**config.mk**
```make
export PLATFORM = sky130hd
export DESIGN_NAME = ahb_gpio_slave_flat
export DESIGN_NICKNAME = d
export VERILOG_FILES = /design/src/rtl/ahb_gpio_slave_pkg.sv /design/src/rtl/ahb_gpio_slave_if.sv /design/src/rtl/ahb_gpio_slave_gpio_in_sync.sv /design/src/rtl/ahb_gpio_slave.sv /design/src/flat_wrapper.sv
export SDC_FILE = /design/constraint.sdc
export NUM_CORES = 1
export LEC_CHECK = 0
export CAP_MARGIN = 20
export CORE_MARGIN = 1
export CORE_UTILIZATION = 26
export CTS_CLUSTER_DIAMETER = 100
export DETAILED_ROUTE_END_ITERATION = 16
export GPL_ROUTABILITY_DRIVEN = 0
export PLACE_DENSITY_LB_ADDON = 0.12
export SLEW_MARGIN = 20
export SYNTH_ARGS = -nofsm -noshare
export SYNTH_HDL_FRONTEND = slang
export SYNTH_SLANG_ARGS = --single-unit
```
**constraint.sdc**
```tcl
create_clock -name HCLK -period 4.8 [get_ports HCLK]
set_input_delay 1.2 -clock HCLK [delete_from_list [all_inputs] [get_ports HCLK]]
set_output_delay 1.2 -clock HCLK [all_outputs]
set_load 0.01 [all_outputs]
```
**src/rtl/ahb_gpio_slave_pkg.sv**
```systemverilog
// Shared AHB encodings, GPIO register offsets and data-phase types for ahb_gpio_slave.
// No ports: imported by the interface, the synchronizer and the top.
package ahb_gpio_slave_pkg;

  localparam int unsigned AHB_AW = 32;
  localparam int unsigned AHB_DW = 32;

  localparam logic [1:0] TRANS_IDLE   = 2'b00;
  localparam logic [1:0] TRANS_BUSY   = 2'b01;
  localparam logic [1:0] TRANS_NONSEQ = 2'b10;
  localparam logic [1:0] TRANS_SEQ    = 2'b11;

  localparam logic [3:0] HSIZE_8  = 4'd0;
  localparam logic [3:0] HSIZE_16 = 4'd1;
  localparam logic [3:0] HSIZE_32 = 4'd2;

  localparam logic [1:0] HRESP_OKAY  = 2'b00;
  localparam logic [1:0] HRESP_ERROR = 2'b01;

  localparam logic [3:0] GPIO_OFS_DOUT = 4'h0;
  localparam logic [3:0] GPIO_OFS_DIR  = 4'h4;
  localparam logic [3:0] GPIO_OFS_DIN  = 4'h8;
  localparam logic [3:0] GPIO_OFS_IRQ  = 4'hC;

  typedef enum logic [2:0] {
    S_IDLE,
    S_WAIT,
    S_LAST,
    S_ERR1,
    S_ERR2
  } state_t;

  // Address-phase information carried into the data phase
  typedef struct packed {
    logic [3:0] ofs;
    logic       write;
    logic       err;
  } aphase_t;

  // Misaligned, non-word or write-to-DATA_IN accesses are answered with ERROR
  function automatic aphase_t decode_aphase(input logic [3:0] ofs, input logic write,
                                            input logic [3:0] size);
    aphase_t a;
    a.ofs   = ofs;
    a.write = write;
    a.err   = (ofs[1:0] != 2'b00) || (size != HSIZE_32) || (write && (ofs == GPIO_OFS_DIN));
    return a;
  endfunction

endpackage

```
**src/rtl/ahb_gpio_slave_if.sv**
```systemverilog
// AHB-Lite slave-side bus bundle for ahb_gpio_slave.
// slave modport: HSEL/HADDR/HTRANS/HWRITE/HSIZE/HWDATA/HREADY in, HREADYOUT/HRESP/HRDATA out.
interface ahb_gpio_slave_if;
  import ahb_gpio_slave_pkg::*;

  logic              HSEL;
  logic [AHB_AW-1:0] HADDR;
  logic [1:0]        HTRANS;
  logic              HWRITE;
  logic [3:0]        HSIZE;
  logic [AHB_DW-1:0] HWDATA;
  logic              HREADY;
  logic              HREADYOUT;
  logic [1:0]        HRESP;
  logic [AHB_DW-1:0] HRDATA;

  modport slave (
    input  HSEL, HADDR, HTRANS, HWRITE, HSIZE, HWDATA, HREADY,
    output HREADYOUT, HRESP, HRDATA
  );

  modport master (
    output HSEL, HADDR, HTRANS, HWRITE, HSIZE, HWDATA, HREADY,
    input  HREADYOUT, HRESP, HRDATA
  );
endinterface

```
**src/rtl/ahb_gpio_slave_gpio_in_sync.sv**
```systemverilog
// Two-flop synchronizer for asynchronous GPIO inputs plus rising-edge pulse vector.
// Ports: HCLK, HRESET, gpio_in (async pins), data_in_nxt_c (value the synchronized
// DATA_IN takes at the next edge), rise_c (one-cycle pulse per rising synchronized bit).
module gpio_in_sync
  import ahb_gpio_slave_pkg::*;
#(
  parameter int unsigned GPIO_WIDTH = 16
) (
  input  logic                  HCLK,
  input  logic                  HRESET,
  input  logic [GPIO_WIDTH-1:0] gpio_in,
  output logic [GPIO_WIDTH-1:0] data_in_nxt_c,
  output logic [GPIO_WIDTH-1:0] rise_c
);

  logic [GPIO_WIDTH-1:0] meta_q;
  logic [GPIO_WIDTH-1:0] sync_q;
  logic [GPIO_WIDTH-1:0] prev_q;

  // Synchronizer chain and edge-detect history
  always_ff @(posedge HCLK or posedge HRESET) begin
    if (HRESET) begin
      meta_q <= '0;
      sync_q <= '0;
      prev_q <= '0;
    end else begin
      meta_q <= gpio_in;
      sync_q <= meta_q;
      prev_q <= sync_q;
    end
  end

  // The register bank presents read data registered, so it needs the upcoming value
  assign data_in_nxt_c = meta_q;
  assign rise_c        = sync_q & ~prev_q;

endmodule

```
**src/rtl/ahb_gpio_slave.sv**
```systemverilog
// AHB-Lite GPIO slave: DATA_OUT/DIR/DATA_IN/IRQ_STATUS bank with pipelined data phase,
// configurable wait states and two-cycle ERROR responses.
// Ports: HCLK, HRESET (async, active-high), bus (AHB slave modport),
// gpio_in (async pins), gpio_out, gpio_oe, irq (OR of IRQ_STATUS).
module ahb_gpio_slave
  import ahb_gpio_slave_pkg::*;
#(
  parameter int unsigned GPIO_WIDTH  = 16,
  parameter int unsigned WAIT_STATES = 0
) (
  input  logic                   HCLK,
  input  logic                   HRESET,
  ahb_gpio_slave_if.slave        bus,
  input  logic [GPIO_WIDTH-1:0]  gpio_in,
  output logic [GPIO_WIDTH-1:0]  gpio_out,
  output logic [GPIO_WIDTH-1:0]  gpio_oe,
  output logic                   irq
);

  localparam logic [1:0] WAIT_LOAD = (WAIT_STATES > 0) ? 2'(WAIT_STATES - 1) : 2'd0;

  state_t                state_q, state_d;
  logic [1:0]            cnt_q, cnt_d;
  aphase_t               aph_q, aph_d;
  logic [GPIO_WIDTH-1:0] irqst_q, irqst_d;
  logic [GPIO_WIDTH-1:0] dout_d, dir_d;
  logic [GPIO_WIDTH-1:0] din_nxt_c, rise_c;
  logic [GPIO_WIDTH-1:0] wdata_c;
  logic                  accept_c;
  logic                  hreadyout_d;
  logic [1:0]            hresp_d;
  logic [AHB_DW-1:0]     hrdata_d;
  logic                  unused_bits_c;

  assign accept_c      = bus.HSEL & bus.HREADY & bus.HTRANS[1];
  assign wdata_c       = GPIO_WIDTH'(bus.HWDATA);
  assign unused_bits_c = ^{bus.HADDR[AHB_AW-1:4], bus.HTRANS[0]};

  gpio_in_sync #(.GPIO_WIDTH(GPIO_WIDTH)) u_gpio_in_sync (
    .HCLK          (HCLK),
    .HRESET        (HRESET),
    .gpio_in       (gpio_in),
    .data_in_nxt_c (din_nxt_c),
    .rise_c        (rise_c)
  );

  // Data-phase FSM, register-bank next values and next bus outputs
  always_comb begin
    state_d  = state_q;
    cnt_d    = cnt_q;
    aph_d    = aph_q;
    dout_d   = gpio_out;
    dir_d    = gpio_oe;
    irqst_d  = irqst_q;
    hrdata_d = '0;

    case (state_q)
      S_WAIT: begin
        if (cnt_q == 2'd0) state_d = S_LAST;
        else               cnt_d   = cnt_q - 2'd1;
      end
      S_ERR1:  state_d = S_ERR2;
      default: state_d = S_IDLE;
    endcase

    // Writes commit on the edge that ends S_LAST
    if (state_q == S_LAST && aph_q.write) begin
      case (aph_q.ofs)
        GPIO_OFS_DOUT: dout_d  = wdata_c;
        GPIO_OFS_DIR:  dir_d   = wdata_c;
        GPIO_OFS_IRQ:  irqst_d = irqst_q & ~wdata_c;
        default: ;
      endcase
    end
    // Applied after the W1C so a coincident edge keeps its bit set
    irqst_d = irqst_d | rise_c;

    if (accept_c && (state_q inside {S_IDLE, S_LAST, S_ERR2})) begin
      aph_d = decode_aphase(bus.HADDR[3:0], bus.HWRITE, bus.HSIZE);
      cnt_d = WAIT_LOAD;
      if (aph_d.err)            state_d = S_ERR1;
      else if (WAIT_STATES > 0) state_d = S_WAIT;
      else                      state_d = S_LAST;
    end

    hreadyout_d = !(state_d inside {S_WAIT, S_ERR1});
    hresp_d     = (state_d inside {S_ERR1, S_ERR2}) ? HRESP_ERROR : HRESP_OKAY;

    // Read data reflects register contents during the S_LAST cycle
    if (state_d == S_LAST && !aph_d.write) begin
      case (aph_d.ofs)
        GPIO_OFS_DOUT: hrdata_d = AHB_DW'(dout_d);
        GPIO_OFS_DIR:  hrdata_d = AHB_DW'(dir_d);
        GPIO_OFS_DIN:  hrdata_d = AHB_DW'(din_nxt_c);
        GPIO_OFS_IRQ:  hrdata_d = AHB_DW'(irqst_d);
        default:       hrdata_d = '0;
      endcase
    end
  end

  // State, register bank and registered bus outputs
  always_ff @(posedge HCLK or posedge HRESET) begin
    if (HRESET) begin
      state_q       <= S_IDLE;
      cnt_q         <= 2'd0;
      aph_q         <= '0;
      gpio_out      <= '0;
      gpio_oe       <= '0;
      irqst_q       <= '0;
      irq           <= 1'b0;
      bus.HREADYOUT <= 1'b1;
      bus.HRESP     <= HRESP_OKAY;
      bus.HRDATA    <= '0;
    end else begin
      state_q       <= state_d;
      cnt_q         <= cnt_d;
      aph_q         <= aph_d;
      gpio_out      <= dout_d;
      gpio_oe       <= dir_d;
      irqst_q       <= irqst_d;
      irq           <= |irqst_d;
      bus.HREADYOUT <= hreadyout_d;
      bus.HRESP     <= hresp_d;
      bus.HRDATA    <= hrdata_d;
    end
  end

endmodule

```
**src/flat_wrapper.sv**
```systemverilog
// flat-port wrapper written by rule: the top's interface ports become plain ports
module ahb_gpio_slave_flat import ahb_gpio_slave_pkg::*;
#(
  parameter int unsigned GPIO_WIDTH  = 16,
  parameter int unsigned WAIT_STATES = 0
)
  (HCLK, HRESET, gpio_in, gpio_out, gpio_oe, irq, bus_HSEL, bus_HADDR, bus_HTRANS, bus_HWRITE, bus_HSIZE, bus_HWDATA, bus_HREADY, bus_HREADYOUT, bus_HRESP, bus_HRDATA);
  ahb_gpio_slave_if bus_i ();
  input  logic HCLK;
  input  logic HRESET;
  input  logic [GPIO_WIDTH-1:0] gpio_in;
  output logic [GPIO_WIDTH-1:0] gpio_out;
  output logic [GPIO_WIDTH-1:0] gpio_oe;
  output logic irq;
  input wire logic [$bits(bus_i.HSEL)-1:0] bus_HSEL;
  input wire logic [$bits(bus_i.HADDR)-1:0] bus_HADDR;
  input wire logic [$bits(bus_i.HTRANS)-1:0] bus_HTRANS;
  input wire logic [$bits(bus_i.HWRITE)-1:0] bus_HWRITE;
  input wire logic [$bits(bus_i.HSIZE)-1:0] bus_HSIZE;
  input wire logic [$bits(bus_i.HWDATA)-1:0] bus_HWDATA;
  input wire logic [$bits(bus_i.HREADY)-1:0] bus_HREADY;
  output wire logic [$bits(bus_i.HREADYOUT)-1:0] bus_HREADYOUT;
  output wire logic [$bits(bus_i.HRESP)-1:0] bus_HRESP;
  output wire logic [$bits(bus_i.HRDATA)-1:0] bus_HRDATA;
  assign bus_i.HSEL = bus_HSEL;
  assign bus_i.HADDR = bus_HADDR;
  assign bus_i.HTRANS = bus_HTRANS;
  assign bus_i.HWRITE = bus_HWRITE;
  assign bus_i.HSIZE = bus_HSIZE;
  assign bus_i.HWDATA = bus_HWDATA;
  assign bus_i.HREADY = bus_HREADY;
  assign bus_HREADYOUT = bus_i.HREADYOUT;
  assign bus_HRESP = bus_i.HRESP;
  assign bus_HRDATA = bus_i.HRDATA;
  ahb_gpio_slave #(.GPIO_WIDTH(GPIO_WIDTH), .WAIT_STATES(WAIT_STATES)) u_core (.HCLK(HCLK), .HRESET(HRESET), .bus(bus_i), .gpio_in(gpio_in), .gpio_out(gpio_out), .gpio_oe(gpio_oe), .irq(irq));
endmodule
```
==> results.toml, run 1 <==
[routing]
vias_per_cell = 4.48
remaining_drc_errors = 0
drtPass1Iterations = 4
vias = 3769
drtAntennaViolNets = 0
route.detailed.wl_per_inst_um = 16.8
totalWireLength_um = 14200
drt_iter0_markers = 231

[sta]
finalCritPeriodShare_pct = 70.7
rsz0062_at_grt = "false"
tightest_slew_ns = 0.840
finalSetupViolCount = 0
hold_viol = 0
setup-tns-final_ns = 0
post-route-min-period_ns = 3.39
slew_viol_final = 0
max_freq_ghz = 0.295
fin_skew_ns = 0.0111
relSlewSlack_pct = 44.0

[cells_and_area]
final_cell_area_mm2 = 0.00700
syn2layout_area_growth_pct = 36.0
multi_input_area_mm2 = 0.00171
nFillCells = 1922
regArea_mm2 = 0.00313
antennaDiodeCount = 0
final_cells = 842
drive_gt1_share_pct = 9.36
nNetsFinal = 656

[critical_path]
critPathLaunchType = "register"
max_stage_delay_ns = 1.04
worstPathRequired_ns = 5.06
critPathArrivalTime_ns = 3.66
end_kind = "register"
crit_type = "reg -> reg"
crit_chain = "nand4bb_1 > or4_1 > a221o_1 > nor4_1 > nand4_1"
crit_slowest_cell = "or4_1"
crit_path_max_fanout = 17

[synth]
synth_seq_cells = 125
synth_ff_type = "dfrtp_1"
yosysSeqAreaShare_pct = 60.8
synth-async-reset-ratio_pct = 100
synth_cells = 462
synth_edf_count = 0
syn_area_mm2 = 0.00515
yosysUniqueCellTypes = 52
synth.avg_cell_area_um2 = 11.1
ys_warn_count = 0

[grt]
antenna_found_initial = 0
grt_max_degree = 63
grt_pass1_wl_um = 22000
grtUsageTotal_pct = 14.9
grt_pass1_vias = 3827
grt_overflow = 0

[clock_tree]
clock_latency_ns = 0.42
cts_tree = "done"
path_clk_slew_ns = 0.06
cts_setup_buffers = 0
numCtsBuffers = 17
cts-root-buf = "clkbuf_16"
postCtsHoldBufs = 0
htreeDepth = 4
clockBufferDepth = 2
cts_resized = 0
cts.sinks = 125

[pwr]
powerDensity_mw_per_mm2 = 534
leakagePower_nw = 3.00
vdd_drop_max_mv = 0.278

[place]
dp_hpwl_um = 9540
postPlaceCellArea_mm2 = 0.00631
place_inst = 810
port_buffers = 96

[die]
die_w_um = 143
io_pins = 159
initial_utilization_pct = 26.5
coreArea_mm2 = 0.0195
die_h_um = 143
rows = 51
dieArea_mm2 = 0.0204

[hold_path]
hold_path_class = "reg -> reg"

[outcome]
status = "completed"

[job]
maxCapViolations = 0
-- critical path: cells and delay by family, from the launching register on --
family	cells	cell delay, ns
AOI/OAI and AO/OA	1	0.49
DFF	1	0.43
and+or+nand+nor	4	2.32
-- logic make-up after synthesis --
kind of cell	synth area share, %
AOI/OAI and AO/OA	11.0
xor gates and xnor gates	0.170
adders and majority gates	0.243
buffers and inverters	7.24
DFF	60.8
muxes	3.64
other	0.0728
and+or+nand+nor	16.9
-- layer usage --
layer  vias to the layer above  part of all wire [%]  track usage [%]
li1                       1765                     -                -
met1                      1885                    46             19.7
met2                       106                    48             23.2
met3                        13                   5.2             4.43
met4                         0                   1.1             4.92
met5                         -                     0                0
-- metrics by stage --
stage / setup slack, ns / hold WS (ns) / total power [mW] / util (%)
final: 1.41 / 0.372 / 3.74 / 36.0
after global routing: 1.22 / 0.377 / 3.93 / 36.0
after CTS: 1.34 / 0.373 / 3.80 / 36.0
after detailed placement: 1.01 / 0.360 / 2.29 / 32.4
after global placement: 1.01 / 0.355 / 2.27 / 32.4
after floorplan: 0.274 / 0.353 / 1.84 / -
-- path summary, 6_finish.rpt --
check	from	to	slack [ns]	cells after the start
max in group asynchronous	HRESET	u_core.aph_q[4]	2.62	3
hold / removal	u_core.u_gpio_in_sync.sync_q[11]	u_core.u_gpio_in_sync.prev_q[11]	0.37	0
setup / recovery	u_core.state_q[0]	u_core.irq	1.41	5
setup reg to reg	u_core.state_q[0]	u_core.irq	1.41	5
min in group asynchronous	HRESET	u_core.bus.HRDATA[0]	1.28	2
hold reg to reg	u_core.u_gpio_in_sync.sync_q[11]	u_core.u_gpio_in_sync.prev_q[11]	0.37	0
-- registers in the layout (all words and copies together) (netlist names) --
name and count:
u_core.bus.HREADYOUT 1, u_core.gpio_oe 16, u_core.u_gpio_in_sync.data_in_nxt_c 16, u_core.irqst_q 16, u_core.bus.HRESP 1, u_core.u_gpio_in_sync.prev_q 16
u_core.irq 1, u_core.u_gpio_in_sync.sync_q 16, u_core.state_q 3, u_core.gpio_out 16, u_core.aph_q 5, u_core.bus.HRDATA 16
u_core.cnt_q 2
-- Yosys cell counts, drive strengths merged (2+ instances only) --
master   instances  area share [%]
nor4b            2            0.34
mux2             6             1.3
o21ai            7            0.90
o221a            2            0.44
o31ai            6            0.87
nand4            4            0.49
nand4bb          2            0.44
dfrtp          124              60
nand3            6            0.58
a21o             6            0.87
nor2            29             2.1
nor3             5            0.58
or4              2            0.29
o22ai            8            0.97
clkbuf           8            0.58
nand2           92             6.7
or3              3            0.36
nand3b           2            0.29
inv             27             2.0
o32ai           15             2.6
nand2b           2            0.24
nor2b           12             1.5
mux2i           12             2.3
a221o           12             2.3
buf             30             4.5
nor3b            6            0.87
a311oi           6             1.0
and2             3            0.41
nor4             2            0.24
a21oi            6            0.58
or2              2            0.24
-- cell usage in the layout (no fill, tap or decap), types with 3 or more instances in the layout --
cell type	count
a21o_1	6
clkinv_4	4
nor3b_1	6
clkbuf_16	17
o32ai_1	15
a21oi_1	6
nor2_1	29
nand3_1	6
o31ai_1	6
nor3_1	3
nand4_1	4
or3_1	3
o21ai_0	6
bufinv_16	6
nand2_1	92
o22ai_1	8
dfrtp_1	124
mux2i_1	12
buf_4	9
inv_1	26
nor2b_1	12
conb_1	17
clkdlybuf4s50_1	96
a221o_1	12
a311oi_1	6
mux2_1	4
-- report_power, final --
part / internal, mW / switching, mW / leakage, nW
clock: 1.00 / 0.477 / 0.330
combinational: 0.447 / 0.414 / 1.25
sequential: 1.24 / 0.162 / 1.42
total: 2.69 / 1.05 / 3.00
-- final cells by class --
| class | instances | area share [%] |
|---|---|---|
| well taps | 265 | 4.73 |
| multi-input cells | 287 | 24.5 |
| clock inverters | 13 | 3.36 |
| clock buffers | 19 | 6.47 |
| repair buffers | 105 | 14.7 |
| flip-flops and latches | 125 | 44.7 |
| inverters | 28 | 1.61 |
No activity file was read; power rests on OpenSTA's default activity.
==> run 2: changes to the inputs <==
==> constraint.sdc (replaced) <==
create_clock -name HCLK -period 3.01 [get_ports HCLK]
set_input_delay 0.7525 -clock HCLK [delete_from_list [all_inputs] [get_ports HCLK]]
set_output_delay 0.7525 -clock HCLK [all_outputs]
set_load 0.01 [all_outputs]
==> results.toml, run 2 (synthesized netlist as in run 1, its figures left out) <==
[place]
place_ws_ns = 0.130
dp_hpwl_um = 9830
place_inst = 827
port_buffers = 96
postPlaceCellArea_mm2 = 0.00649

[grt]
grt_pass1_wl_um = 22200
grt_max_degree = 72
grt_overflow = 0
antenna_found_initial = 0
grt_pass1_vias = 3908
grtUsageTotal_pct = 15.0

[die]
die_h_um = 143
rows = 51
io_pins = 159
die_w_um = 143
coreArea_mm2 = 0.0195
dieArea_mm2 = 0.0204
initial_utilization_pct = 26.5

[clock_tree]
cts_setup_buffers = 0
cts_resized = 0
clockBufferDepth = 2
cts-root-buf = "clkbuf_16"
clock_latency_ns = 0.42
numCtsBuffers = 17
path_clk_slew_ns = 0.06
postCtsHoldBufs = 0
cts.sinks = 125
htreeDepth = 4
cts_tree = "done"

[sta]
post-route-min-period_ns = 2.58
max_freq_ghz = 0.388
timing.hold.ws_ns = 0.373
finalSetupViolCount = 0
relSlewSlack_pct = 56.4
fin_ws_ns = 0.432
fin_skew_ns = 0.0112
rsz0062_at_grt = "false"
finalCritPeriodShare_pct = 85.6
tightest_slew_ns = 0.654
slew_viol_final = 0
hold_viol = 0
setup-tns-final_ns = 0

[critical_path]
critPathArrivalTime_ns = 2.85
r2r-start = "u_core.state_q[0]"
crit_chain = "nand4bb_1 > or4_1 > buf_4 > a221o_1 > nor4_1 > nand4_1"
worst-path-buf-inv = 1
crit_slowest_cell = "or4_1"
path_delay_family = "simple AND/OR/NAND/NOR gates"
worstPathRequired_ns = 3.28
crit_type = "reg -> reg"
critPathLaunchType = "register"
r2r_end = "u_core.irq"
end_kind = "register"
reg2reg_depth = 6
r2r_setup_slack_ns = 0.43
crit_path_max_fanout = 8
max_stage_delay_ns = 0.56

[cells_and_area]
finish.utilization_pct = 36.4
final_cell_mix = "124 x dfrtp_1, 96 x clkdlybuf4s50_1, 92 x nand2_1"
antennaDiodeCount = 0
final_cells = 859
syn2layout_area_growth_pct = 37.4
drive_gt1_share_pct = 12.0
final_cell_area_mm2 = 0.00708
layout_commonest_cell = "dfrtp_1"
nNetsFinal = 673

[routing]
vias_per_cell = 4.48
totalWireLength_um = 14300
remaining_drc_errors = 0
vias = 3847
drt_iter0_markers = 248
drtAntennaViolNets = 0
route.detailed.wl_per_inst_um = 16.6
drtPass1Iterations = 5

[pwr]
powerDensity_mw_per_mm2 = 802
vdd_drop_max_mv = 0.371
p_total_mw = 5.68
leakagePower_nw = 3.05

[hold_path]
min_from = "u_core.u_gpio_in_sync.sync_q[11]"
hold_path_class = "reg -> reg"
min_to = "u_core.u_gpio_in_sync.prev_q[11]"
whs_path_depth = 0

[outcome]
status = "completed"

[job]
maxCapViolations = 0
run 2: report_power, final:
| group | switching, mW | leakage [nW] | internal (mW) |
|---|---|---|---|
| Clock | 0.775 | 0.282 | 1.24 |
| Sequential | 0.261 | 1.42 | 1.97 |
| Combinational | 0.676 | 1.35 | 0.754 |
run 2: per-layer routing:
layer / wire, µm / track usage [%]
met4: 114 / 4.75
met5: 0 / 0
met2: 6740 / 23.3
met3: 762 / 4.53
met1: 6650 / 19.9
run 2: worst max path at each step:
stage	start	end	slack, ns	depth (start not counted)
after CTS	u_core.state_q[0]	u_core.irq	0.32	6
after global routing	u_core.state_q[0]	u_core.irq	0.21	6
final	u_core.state_q[0]	u_core.irq	0.43	6
after global placement	bus_HREADY	u_core.bus.HRDATA[13]	0.13	8
after detailed placement	bus_HREADY	u_core.bus.HRDATA[13]	0.13	8
after floorplan	bus_HREADY	u_core.bus.HRDATA[14]	0.52	9
run 2: area by class of cell:
type	instances	area, µm²
Clock buffer	18	439
Clock inverter	14	143
Fill cell	1911	12400
Inverter	28	114
Multi-Input combinational cell	287	1710
Sequential cell	125	3130
Tap cell	265	332
Timing Repair Buffer	122	1210
run 2: worst reg2reg max path, delay by kind of cell (launching register included):
| family | cells | cell delay (ns) |
|---|---|---|
| AO/OA/AOI/OAI | 1 | 0.36 |
| AND/OR/NAND/NOR | 4 | 1.43 |
| flip-flops | 1 | 0.43 |
| buffers and inverters | 1 | 0.21 |
==> run 3: changes to the inputs <==
--- a/config.mk
+++ b/config.mk
@@ -11,7 +11,7 @@
 export CTS_CLUSTER_DIAMETER = 100
 export DETAILED_ROUTE_END_ITERATION = 16
 export GPL_ROUTABILITY_DRIVEN = 0
-export PLACE_DENSITY_LB_ADDON = 0.12
+export PLACE_DENSITY_LB_ADDON = 0.1
 export SLEW_MARGIN = 20
 export SYNTH_ARGS = -nofsm -noshare
 export SYNTH_HDL_FRONTEND = slang
==> results.toml, run 3 (synthesized netlist as in run 1, its figures left out) <==
[outcome]
status = "completed"

[sta]
hold_viol = 0
tightest_slew_ns = 0.540
finalCritPeriodShare_pct = 89.5
relSlewSlack_pct = 63.7
slew_viol_final = 0
finalSetupViolCount = 0
max_freq_ghz = 0.371
setup-tns-final_ns = 0
post-route-min-period_ns = 2.69
fin_skew_ns = 0.0116
fin_ws_ns = 0.316
rsz0062_at_grt = "false"

[cells_and_area]
antennaDiodeCount = 0
regArea_mm2 = 0.00313
syn2layout_area_growth_pct = 36.5
multi_input_area_mm2 = 0.00171
drive_gt1_share_pct = 10.5
nFillCells = 1922
layout_commonest_cell = "dfrtp_1"
final_cell_mix = "124 x dfrtp_1, 96 x clkdlybuf4s50_1, 92 x nand2_1"
nNetsFinal = 670

[critical_path]
cp.depth = 6
crit_slowest_cell = "or4_1"
crit_path_max_fanout = 6
critPathLaunchType = "register"
r2r_setup_slack_ns = 0.32
crit_type = "reg -> reg"
critPathArrivalTime_ns = 2.95
crit_chain = "nand4bb_1 > or4_1 > buf_4 > a221o_1 > nor4_1 > nand4_1"
end_kind = "register"
max_stage_delay_ns = 0.58
reg2reg_depth = 6
worstPathRequired_ns = 3.27
worst-path-buf-inv = 1
path_delay_family = "simple AND/OR/NAND/NOR gates"

[place]
port_buffers = 96
dp_hpwl_um = 9870
place_ws_ns = 0.0795

[clock_tree]
cts.sinks = 125
htreeDepth = 4
cts_tree = "done"
cts-root-buf = "clkbuf_16"
clock_latency_ns = 0.41
cts_resized = 0
path_clk_slew_ns = 0.05
clockBufferDepth = 2
numCtsBuffers = 17
cts_setup_buffers = 0
postCtsHoldBufs = 0

[pwr]
power_frac_clock_pct = 35.0
p_seq_share_pct = 39.8
powerDensity_mw_per_mm2 = 798
p_sw_share_pct = 29.2
leakagePower_nw = 3.02
p_switching_mw = 1.64
vdd_drop_max_mv = 0.385
internal-power_mw = 3.97
power_frac_comb_pct = 25.3

[routing]
drtPass1Iterations = 4
totalWireLength_um = 14500
vias = 3844
drt_iter0_markers = 308
vias_per_cell = 4.50
route.detailed.wl_per_inst_um = 17.0
remaining_drc_errors = 0
drtAntennaViolNets = 0

[die]
io_pins = 159
die_w_um = 143
rows = 51
initial_utilization_pct = 26.5
die_h_um = 143
coreArea_mm2 = 0.0195
dieArea_mm2 = 0.0204

[hold_path]
hold_path_class = "reg -> reg"
whs_path_depth = 0

[grt]
grt_max_degree = 91
grt_pass1_vias = 4023
grt_pass1_wl_um = 22700
grtUsageTotal_pct = 15.2
grt_overflow = 0
antenna_found_initial = 0

[job]
maxCapViolations = 0
==> run 3: changes by cell type in the layout (fill, tap and decap cells not counted), sizes merged <==
cell / change
buf: -3
clkbuf: +5
clkinv: -4
clkinvlp: -1
inv: -2
==> run 3: power by group through the flow <==
stage / combinational (mW) / sequential, mW / clock (mW)
6_report: 1.42 / 2.23 / 1.96
5_1_grt: 1.55 / 2.27 / 2.10
4_1_cts: 1.44 / 2.24 / 2.02
3_5_place_dp: 1.43 / 2.26 / 0
3_3_place_gp: 1.42 / 2.26 / 0
2_1_floorplan: 0.654 / 2.28 / 0
==> run 3: stage by stage <==
step           instances  util (%)  area [µm²]  hold slack (ns)  power (mW)
6_report             854      36.1        7030            0.373        5.61
5_1_grt              854      36.1        7030            0.385        5.93
4_1_cts              854      36.1        7030            0.374        5.69
3_5_place_dp         824      33.2        6470            0.362        3.69
3_3_place_gp         824      33.2        6470            0.358        3.68
2_1_floorplan        478         -        5210            0.353        2.93
==> run 3: final timing paths <==
path	start	endpoint
setup / recovery	u_core.state_q[0]	u_core.irq
hold / removal	u_core.u_gpio_in_sync.sync_q[2]	u_core.u_gpio_in_sync.prev_q[2]
setup reg to reg	u_core.state_q[0]	u_core.irq
hold reg to reg	u_core.u_gpio_in_sync.sync_q[2]	u_core.u_gpio_in_sync.prev_q[2]
max in group asynchronous	HRESET	u_core.bus.HRDATA[1]
min in group asynchronous	HRESET	u_core.bus.HRDATA[8]
==> run 3: cell type report <==
cell class                      instances  share of cell area, %
Sequential cell                       125                   44.5
Multi-Input combinational cell        287                   24.4
Inverter                               28                   1.62
Clock inverter                          7                   1.28
Clock buffer                           23                   6.66
Timing Repair Buffer                  119                   16.8
Tap cell                              265                   4.72
==> run 3: per-layer routing <==
metal	part of all wire [%]	track usage [%]
met1	47	20.2
met2	47	23.7
met3	5.2	4.33
met4	0.80	5.26
met5	0	0
